$ cat config.mk
export PLATFORM = sky130hd
export DESIGN_NAME = gate_mac_flat
export DESIGN_NICKNAME = d
export VERILOG_FILES = /design/src/rtl/gate_mac_if.sv /design/src/rtl/gate_mac.sv /design/src/flat_wrapper.sv
export SDC_FILE = /design/constraint.sdc
export NUM_CORES = 1
export LEC_CHECK = 0
export ABC_AREA = 1
export CORE_ASPECT_RATIO = 1.1
export CORE_MARGIN = 3
export CORE_UTILIZATION = 35
export DETAILED_ROUTE_END_ITERATION = 8
export PLACE_DENSITY = 0.56
export SLEW_MARGIN = 20
export SYNTH_ARGS = -nofsm -noshare
export SYNTH_HDL_FRONTEND = slang
export SYNTH_SLANG_ARGS = --single-unit
$ cat constraint.sdc
create_clock -name clk -period 2.13 [get_ports clk]
set_input_delay 0.3195 -clock clk [delete_from_list [all_inputs] [get_ports clk]]
set_output_delay 0.3195 -clock clk [all_outputs]
set_load 0.1 [all_outputs]
$ cat src/rtl/gate_mac_if.sv
// Term/result handshake bundle for gate_mac: a term stream in, a result stream out.
interface gate_mac_if #(
   parameter int DATA_WIDTH = 16,
   parameter int CNT_WIDTH  = 3
);
   logic                  in_valid;
   logic                  in_ready;
   logic [DATA_WIDTH-1:0] in_w;
   logic [DATA_WIDTH-1:0] in_x;
   logic [DATA_WIDTH-1:0] in_b;
   logic                  out_valid;
   logic                  out_ready;
   logic [DATA_WIDTH-1:0] out_data;
   logic [CNT_WIDTH-1:0]  term_cnt;

   modport master (
      output in_valid, in_w, in_x, in_b, out_ready,
      input  in_ready, out_valid, out_data, term_cnt
   );

   modport slave (
      input  in_valid, in_w, in_x, in_b, out_ready,
      output in_ready, out_valid, out_data, term_cnt
   );
endinterface

$ cat src/rtl/gate_mac.sv
// Fixed-point gate MAC: out = sum(W*X) + b over N_TERMS accepted terms.
// Define GATE_MAC_SAT_EN to saturate the result instead of wrapping it.
module gate_mac #(
   parameter int DATA_WIDTH  = 16,
   parameter int FRACT_WIDTH = 8,
   parameter int N_TERMS     = 4,
   parameter int ACC_WIDTH   = 32
) (
   input  logic       clk,
   input  logic       rst_n,
   input  logic       clr,
   gate_mac_if.slave  bus
);
   localparam int CNT_W  = $clog2(N_TERMS + 1);
   localparam int PROD_W = 2 * DATA_WIDTH;

   typedef enum logic [1:0] {
      IDLE  = 2'd0,
      ACCUM = 2'd1,
      DONE  = 2'd2
   } state_e;

   state_e                        state_q, state_d;
   logic signed [ACC_WIDTH-1:0]   acc_q, acc_d;
   logic [CNT_W-1:0]              cnt_q, cnt_d;
   logic [DATA_WIDTH-1:0]         out_data_q, out_data_d;
   logic                          out_valid_q, out_valid_d;
   logic                          in_ready_s;
   logic                          accept_s;
   logic signed [PROD_W-1:0]      prod_full_s;
   logic signed [PROD_W-1:0]      prod_shift_s;
   logic signed [ACC_WIDTH-1:0]   prod_ext_s;
   logic signed [ACC_WIDTH-1:0]   bias_ext_s;
   logic [DATA_WIDTH-1:0]         out_conv_s;

   assign accept_s     = bus.in_valid && in_ready_s;
   assign prod_full_s  = PROD_W'($signed(bus.in_w)) * PROD_W'($signed(bus.in_x));
   // Arithmetic shift floors toward minus infinity, matching the fixed-point rule.
   assign prod_shift_s = prod_full_s >>> FRACT_WIDTH;
   assign prod_ext_s   = ACC_WIDTH'(prod_shift_s);
   assign bias_ext_s   = ACC_WIDTH'($signed(bus.in_b));

   // State register.
   always_ff @(posedge clk or negedge rst_n) begin
      if (!rst_n) begin
         state_q <= IDLE;
      end else begin
         state_q <= state_d;
      end
   end

   // Next-state logic; clr overrides every handshake.
   always_comb begin
      state_d = state_q;
      case (state_q)
         IDLE: begin
            if (accept_s) begin
               state_d = (N_TERMS == 1) ? DONE : ACCUM;
            end else begin
               state_d = IDLE;
            end
         end
         ACCUM: begin
            if (accept_s && (cnt_q == CNT_W'(N_TERMS - 1))) begin
               state_d = DONE;
            end else begin
               state_d = ACCUM;
            end
         end
         DONE: begin
            if (bus.out_ready) begin
               state_d = IDLE;
            end else begin
               state_d = DONE;
            end
         end
         default: state_d = IDLE;
      endcase
      if (clr) begin
         state_d = IDLE;
      end else begin
         state_d = state_d;
      end
   end

   // FSM outputs: ready decoded from current state, valid registered from next state.
   always_comb begin
      in_ready_s  = (state_q != DONE);
      out_valid_d = (state_d == DONE);
   end

   // Accumulator and term counter update.
   always_comb begin
      acc_d = acc_q;
      cnt_d = cnt_q;
      if (clr) begin
         cnt_d = {CNT_W{1'b0}};
      end else if (accept_s) begin
         if (state_q == IDLE) begin
            acc_d = bias_ext_s + prod_ext_s;
            cnt_d = CNT_W'(1);
         end else begin
            acc_d = acc_q + prod_ext_s;
            cnt_d = cnt_q + CNT_W'(1);
         end
      end else if ((state_q == DONE) && bus.out_ready) begin
         cnt_d = {CNT_W{1'b0}};
      end else begin
         cnt_d = cnt_q;
      end
   end

   // Narrow the accumulator to the output format.
   always_comb begin
`ifdef GATE_MAC_SAT_EN
      localparam logic signed [ACC_WIDTH-1:0] SAT_MAX =
         (ACC_WIDTH'(1) <<< (DATA_WIDTH - 1)) - ACC_WIDTH'(1);
      localparam logic signed [ACC_WIDTH-1:0] SAT_MIN =
         -(ACC_WIDTH'(1) <<< (DATA_WIDTH - 1));
      if (acc_d > SAT_MAX) begin
         out_conv_s = SAT_MAX[DATA_WIDTH-1:0];
      end else if (acc_d < SAT_MIN) begin
         out_conv_s = SAT_MIN[DATA_WIDTH-1:0];
      end else begin
         out_conv_s = acc_d[DATA_WIDTH-1:0];
      end
`else
      out_conv_s = acc_d[DATA_WIDTH-1:0];
`endif
   end

   // The result register tracks the accumulator until DONE, then freezes.
   always_comb begin
      if (state_q != DONE) begin
         out_data_d = out_conv_s;
      end else begin
         out_data_d = out_data_q;
      end
   end

   // Datapath registers.
   always_ff @(posedge clk or negedge rst_n) begin
      if (!rst_n) begin
         acc_q       <= {ACC_WIDTH{1'b0}};
         cnt_q       <= {CNT_W{1'b0}};
         out_data_q  <= {DATA_WIDTH{1'b0}};
         out_valid_q <= 1'b0;
      end else begin
         acc_q       <= acc_d;
         cnt_q       <= cnt_d;
         out_data_q  <= out_data_d;
         out_valid_q <= out_valid_d;
      end
   end

   assign bus.in_ready  = in_ready_s;
   assign bus.out_valid = out_valid_q;
   assign bus.out_data  = out_data_q;
   assign bus.term_cnt  = cnt_q;
endmodule
$ cat src/flat_wrapper.sv
// flat-port wrapper written by rule: the top's interface ports become plain ports
module gate_mac_flat 
#(
   parameter int DATA_WIDTH  = 16,
   parameter int FRACT_WIDTH = 8,
   parameter int N_TERMS     = 4,
   parameter int ACC_WIDTH   = 32
)
  (clk, rst_n, clr, bus_in_valid, bus_in_w, bus_in_x, bus_in_b, bus_out_ready, bus_in_ready, bus_out_valid, bus_out_data, bus_term_cnt);
  gate_mac_if #(.DATA_WIDTH(DATA_WIDTH)) bus_i ();
  input  logic clk;
  input  logic rst_n;
  input  logic clr;
  input wire logic [$bits(bus_i.in_valid)-1:0] bus_in_valid;
  input wire logic [$bits(bus_i.in_w)-1:0] bus_in_w;
  input wire logic [$bits(bus_i.in_x)-1:0] bus_in_x;
  input wire logic [$bits(bus_i.in_b)-1:0] bus_in_b;
  input wire logic [$bits(bus_i.out_ready)-1:0] bus_out_ready;
  output wire logic [$bits(bus_i.in_ready)-1:0] bus_in_ready;
  output wire logic [$bits(bus_i.out_valid)-1:0] bus_out_valid;
  output wire logic [$bits(bus_i.out_data)-1:0] bus_out_data;
  output wire logic [$bits(bus_i.term_cnt)-1:0] bus_term_cnt;
  assign bus_i.in_valid = bus_in_valid;
  assign bus_i.in_w = bus_in_w;
  assign bus_i.in_x = bus_in_x;
  assign bus_i.in_b = bus_in_b;
  assign bus_i.out_ready = bus_out_ready;
  assign bus_in_ready = bus_i.in_ready;
  assign bus_out_valid = bus_i.out_valid;
  assign bus_out_data = bus_i.out_data;
  assign bus_term_cnt = bus_i.term_cnt;
  gate_mac #(.DATA_WIDTH(DATA_WIDTH), .FRACT_WIDTH(FRACT_WIDTH), .N_TERMS(N_TERMS), .ACC_WIDTH(ACC_WIDTH)) u_core (.clk(clk), .rst_n(rst_n), .clr(clr), .bus(bus_i));
endmodule
== After elaboration in Yosys (flattened, before gate mapping) ==
Index checks and enable logic that the tools add are counted.

* Register bits: 54
* Input bits: 53
* Output and inout port bits: 21
* Word-level logic and storage cells: 34

* $add $sub $neg: 3
* $mul: 1
* Equality and inequality tests: 5
* Muxes and demuxes: 12
* Bitwise gates (word level): 1
* Reduce and logical (&&, ||, !) cells: 6

{| class="wikitable"
|+ Operator list
! operator !! number
|-
| $add A32 B24 Y32 || 1
|-
| $mul A16 B16 Y32 || 1
|-
| $mux W16 || 2
|-
| $mux W32 || 1
|-
| $add A16 B24 Y25 || 1
|-
| $mux W3 || 4
|-
| $mux W2 || 3
|-
| $pmux W2 S3 || 1
|-
| $eq A2 B2 Y1 const B || 2
|-
| $add A3 B1 Y3 const B || 1
|-
| $eq A3 B2 Y1 const B || 1
|-
| $logic_and A1 B1 Y1 || 3
|-
| $reduce_bool A3 Y1 || 1
|-
| $eq A2 B1 Y1 const B || 1
|-
| $logic_not A2 Y1 || 1
|-
| $ne A2 B2 Y1 const B || 1
|-
| $reduce_and A2 Y1 || 1
|-
| $mux W1 || 1
|-
| $not A1 Y1 || 1
|}

== Longest topological paths before layout ==
* Depth after elaboration: 7
* Gate-level depth with buffers: 41
* Mapped depth without buffers: 39

== Least setup slack after synthesis ==
Ideal clock, no wire load.

* Path type: input-to-reg
* Start: in bus_in_x[3]
* End: reg u_core.out_data_q[14] (netlist: u_core.bus.out_data[14])
* Data arrival time: 6721 ps
* Data required time: 2047 ps
* Path slack: -4673 ps
* Stages on the path: 35
* Cells stage by stage: clkbuf_1 clkbuf_1 nand2_1 fa_1 fa_1 fa_1 inv_1 ha_1 fa_1 inv_1 fa_1 inv_1 ha_1 nand2_1 inv_1 a21oi_1 nand2_1 a21oi_2 inv_2 a21oi_2 o21ai_0 xor2_1 ha_1 a21o_1 a31oi_1 nand3_1 nand2_1 inv_1 o21ai_0 nand2_1 a21oi_1 o21ai_0 nand3_1 o21ai_0 o21ai_0

* Word-level cells in the longest chain between the ends: 5

{| class="wikitable"
|+ RTL lines
! element !! RTL line !! RTL
|-
| start, declared || flat_wrapper.sv:16 || <nowiki>input wire logic [$bits(bus_i.in_x)-1:0] bus_in_x;</nowiki>
|-
| $mul A16 B16 Y32 * || gate_mac.sv:37 || <nowiki>assign prod_full_s = PROD_W'($signed(bus.in_w)) * PROD_W'($signed(bus.in_x));</nowiki>
|-
| $add A32 B24 Y32 or $add A16 B24 Y25 (tied branches) || gate_mac.sv:103, gate_mac.sv:100 ||
|-
| $mux W32 * || gate_mac.sv:99 || <nowiki>if (state_q == IDLE) begin</nowiki>
|-
| $mux W16 * || gate_mac.sv:98 || <nowiki>end else if (accept_s) begin</nowiki>
|-
| $mux W16 * || gate_mac.sv:96 || <nowiki>if (clr) begin</nowiki>
|-
| end signal, assigned || gate_mac.sv:146 || <nowiki>out_data_q <= {DATA_WIDTH{1'b0}};</nowiki>
|-
| end signal, assigned || gate_mac.sv:151 || <nowiki>out_data_q <= out_data_d;</nowiki>
|-
| end, declared || gate_mac.sv:26 || <nowiki>logic [DATA_WIDTH-1:0] out_data_q, out_data_d;</nowiki>
|}

Every way passes the cells marked *; elsewhere a longest branch is shown, timed or not.
A chain may end at the register's enable or synchronous reset.

== Final worst setup path ==
* Start: in bus_in_x[4]
* End: reg u_core.out_data_q[14] (netlist: u_core.bus.out_data[14])

The elaborated chain is that of the path after synthesis.

==> results_dict.tcl <==
set metrics [dict create \
    cts_tree "yes" \
    io_pins 74 \
    clk_latency_ps 280 \
    wl_met1_mm 14.15 \
    r2r_slack_ps -130 \
    cts.clk_slew.worst_paths_ps 60 \
    grt_antenna_before_repair 0 \
    synthTopCellsByArea "fa_1 34%, inv_1 14%, nand2_1 13%, ha_1 12%, dfrtp_1 8.7%" \
    place_ws_ps -5128 \
    worstPathRequired_ps 2340 \
    cts.sinks 38 \
    grt_pass1_vias 10620 \
    rr_endpoint "u_core.bus.out_data[14]" \
    die_w_um 174.5 \
    ant_nets 0 \
    yosys_warnings 0 \
    failed_checks "negative setup slack" \
    timing.rr.start "u_core.acc_q[0]" \
    path_common_cell "inv_2" \
    post-synth-top-count-cell "inv_1" \
    min_period_ps 6572 \
    htreeDepth 2 \
    viasPerCell 4.591 \
    clockBufferDepth 2 \
    die_area_um2 33390 \
    max_slew_margin_pct 65.17 \
    route.met2.wl_mm 15.85 \
    synth_nets 1823 \
    diodes 0 \
    dr_wl_met3_um 874 \
    yosys.area.top_type "fa_1" \
    grt_first_pass_wirelength_mm 53.13 \
    ys_async_sr_fraction_pct 100.0 \
    fin_tns_setup_ps -124320 \
    hpwl_mm 24.30 \
    cts_inserted_buffers 5 \
    wl_per_cell_um 14.51 \
    worstSetupStartpointType "input port" \
    ys_types 40 \
    timing.final.crit_share_pct 308.5 \
    cpMaxStageDelayCell "fa_2" \
    fill_cells 2863 \
    drive_gt1_share_pct 33.41 \
    num_vias 10040 \
    wirelength_mm 31.72 \
    synthCells 1478 \
    hp-class "in -> async" \
    port_buffers 73 \
    synth_area_um2 10930 \
    dr.pass1.iters 5 \
    slew_viol_final 0 \
    grt.overflow.total 0 \
    cpPeakStageDelay_ps 590 \
    worstMarginPinSlew_ps 522.5 \
    fmax_mhz 152.2 \
    ys_seq_area_share_pct 8.701 \
    status "finished with violations" \
    reg2reg_depth 15 \
    worst_hold_slack_ps 17.01 \
    endpoint_kind "flip-flop" \
    crit_path_max_fanout 6 \
    gp_congestion 0.8708 \
    syn2layout_area_growth_pct 44.74 \
    layout.nets 2116 \
    finClkSkew_ps 7.455 \
    clockRootBuffer "clkbuf_16" \
    multiInputGateArea_um2 9350 \
    gr-usage-all-layers_pct 19.55 \
    initial_utilization_pct 35.72 \
    hold_viol 0 \
    setup_viol 32 \
    finalWorstSetupSlack_ps -4442 \
    setup.worst_path.class "in -> reg" \
    design_area_um2 15820 \
    core-area_um2 30600 \
    drt_iter0_drc 442 \
    rsz0062_at_grt "true" \
    placed_area_um2 13750 \
    top_layer "met4" \
    die_h_um 191.3 \
    fp-row-count 67 \
    synthFlopType "dfrtp_1" \
    yosysTopAreaCellShare_pct 34.44 \
    grt_max_degree 29 \
    drc_errors 0 \
    maxCapViolCount 0 \
    syn_area_per_cell_um2 7.395 \
    synth_edf_count 0 \
    synth-seq-cells 38 \
    regArea_um2 950.9 \
    synthTopCellsByCount "417 x inv_1, 375 x nand2_1, 188 x fa_1, 104 x ha_1, 56 x a21oi_1" \
    cp.arrival_ps 6780 \
    cts_hold_buffers 0 \
]
==> layout make-up <==
class	count	share of cell area [%]
timing repair buffer	337	20.46
sequential	38	6.011
multi-input combinational	960	59.11
clock buffer	7	0.9017
inverter	429	10.21
clock inverter	1	0.03164
tap	414	3.275
==> logic make-up (layout without fill, tap and decap cells) <==
group,count (synthesis),count (layout),share of synthesized area (%)
compound gates,140,140,7.464
buf+inv,480,774,16.75
flops,38,38,8.701
simple gates,503,503,18.74
fa+ha+maj,292,292,46.34
xor+xnor,25,25,2.003
==> metrics by stage <==
stage / instances / utilization [%]
after floorplan: 1478 / -
after global placement: 2105 / 44.95
after detailed placement: 2105 / 44.95
after CTS: 2180 / 50.51
after global routing: 2186 / 51.70
final: 2186 / 51.70
==> critical path, delay by kind of cell <==
kind	cells	cell delay [ps]
AND/OR/NAND/NOR	8	640
adder cells (fa/ha/maj)	8	3420
AO/OA/AOI/OAI	11	1400
buffers and inverters	10	700
XOR/XNOR	1	280
==> state kept, by name, indices dropped and copies added, names as in the netlist <==
| register | count |
|---|---|
| u_core.bus.out_valid | 1 |
| u_core.state_q | 2 |
| u_core.bus.term_cnt | 3 |
| u_core.bus.out_data | 16 |
| u_core.acc_q | 16 |
==> layer usage <==
layer,track usage [%],vias up
met5,0,-
met4,4.363,0
met2,34.81,195
li1,-,4918
met3,1.073,42
met1,26.36,4880
==> repair_timing <==
item | in CTS | in global routing
pin swaps | 135 | 96
resized for setup | 331 | 116
cloned | 11 | 0
buffers inserted | 57 | 9
endpoints found under the setup margin | 32 | 32
==> layout by cell type, fill, tap and decap left out, types with 4 or more instances in the layout <==
cell,Yosys,routed
clkbuf_16,0,5
nand3_1,55,50
nor2_4,0,5
o211ai_1,4,4
buf_8,0,8
a21oi_2,2,19
ha_4,0,36
buf_12,0,17
buf_16,0,8
clkdlybuf4s15_2,0,4
nand3_2,4,7
o21ai_2,2,9
inv_1,417,365
xor2_1,13,7
ha_2,0,8
fa_2,0,14
dfrtp_1,38,38
nand2_4,0,12
ha_1,104,60
buf_2,2,6
a21o_1,8,8
clkdlybuf4s50_1,0,20
nor2_1,43,28
or2_2,8,6
nand2_2,8,49
inv_2,8,59
nand2_1,375,322
a21oi_4,1,9
a21oi_1,56,31
buf_4,3,224
o21ai_1,0,20
xnor2_1,12,9
nor2_2,1,11
o21ai_0,52,23
buf_6,2,39
fa_1,188,174
==> worst max-delay path by stage <==
stage                start                       to  slack (ps)
4_1_cts        bus_in_w[5]  u_core.bus.out_data[15]       -4380
3_5_place_dp   bus_in_x[8]  u_core.bus.out_data[15]       -5130
5_1_grt        bus_in_x[4]  u_core.bus.out_data[14]       -4750
3_3_place_gp   bus_in_x[2]  u_core.bus.out_data[15]       -5120
2_1_floorplan  bus_in_x[4]  u_core.bus.out_data[14]       -4230
6_report       bus_in_x[4]  u_core.bus.out_data[14]       -4440
Power is not shown: default switching activity piles up to over one toggle a cycle in this logic, so the estimate is an artifact.
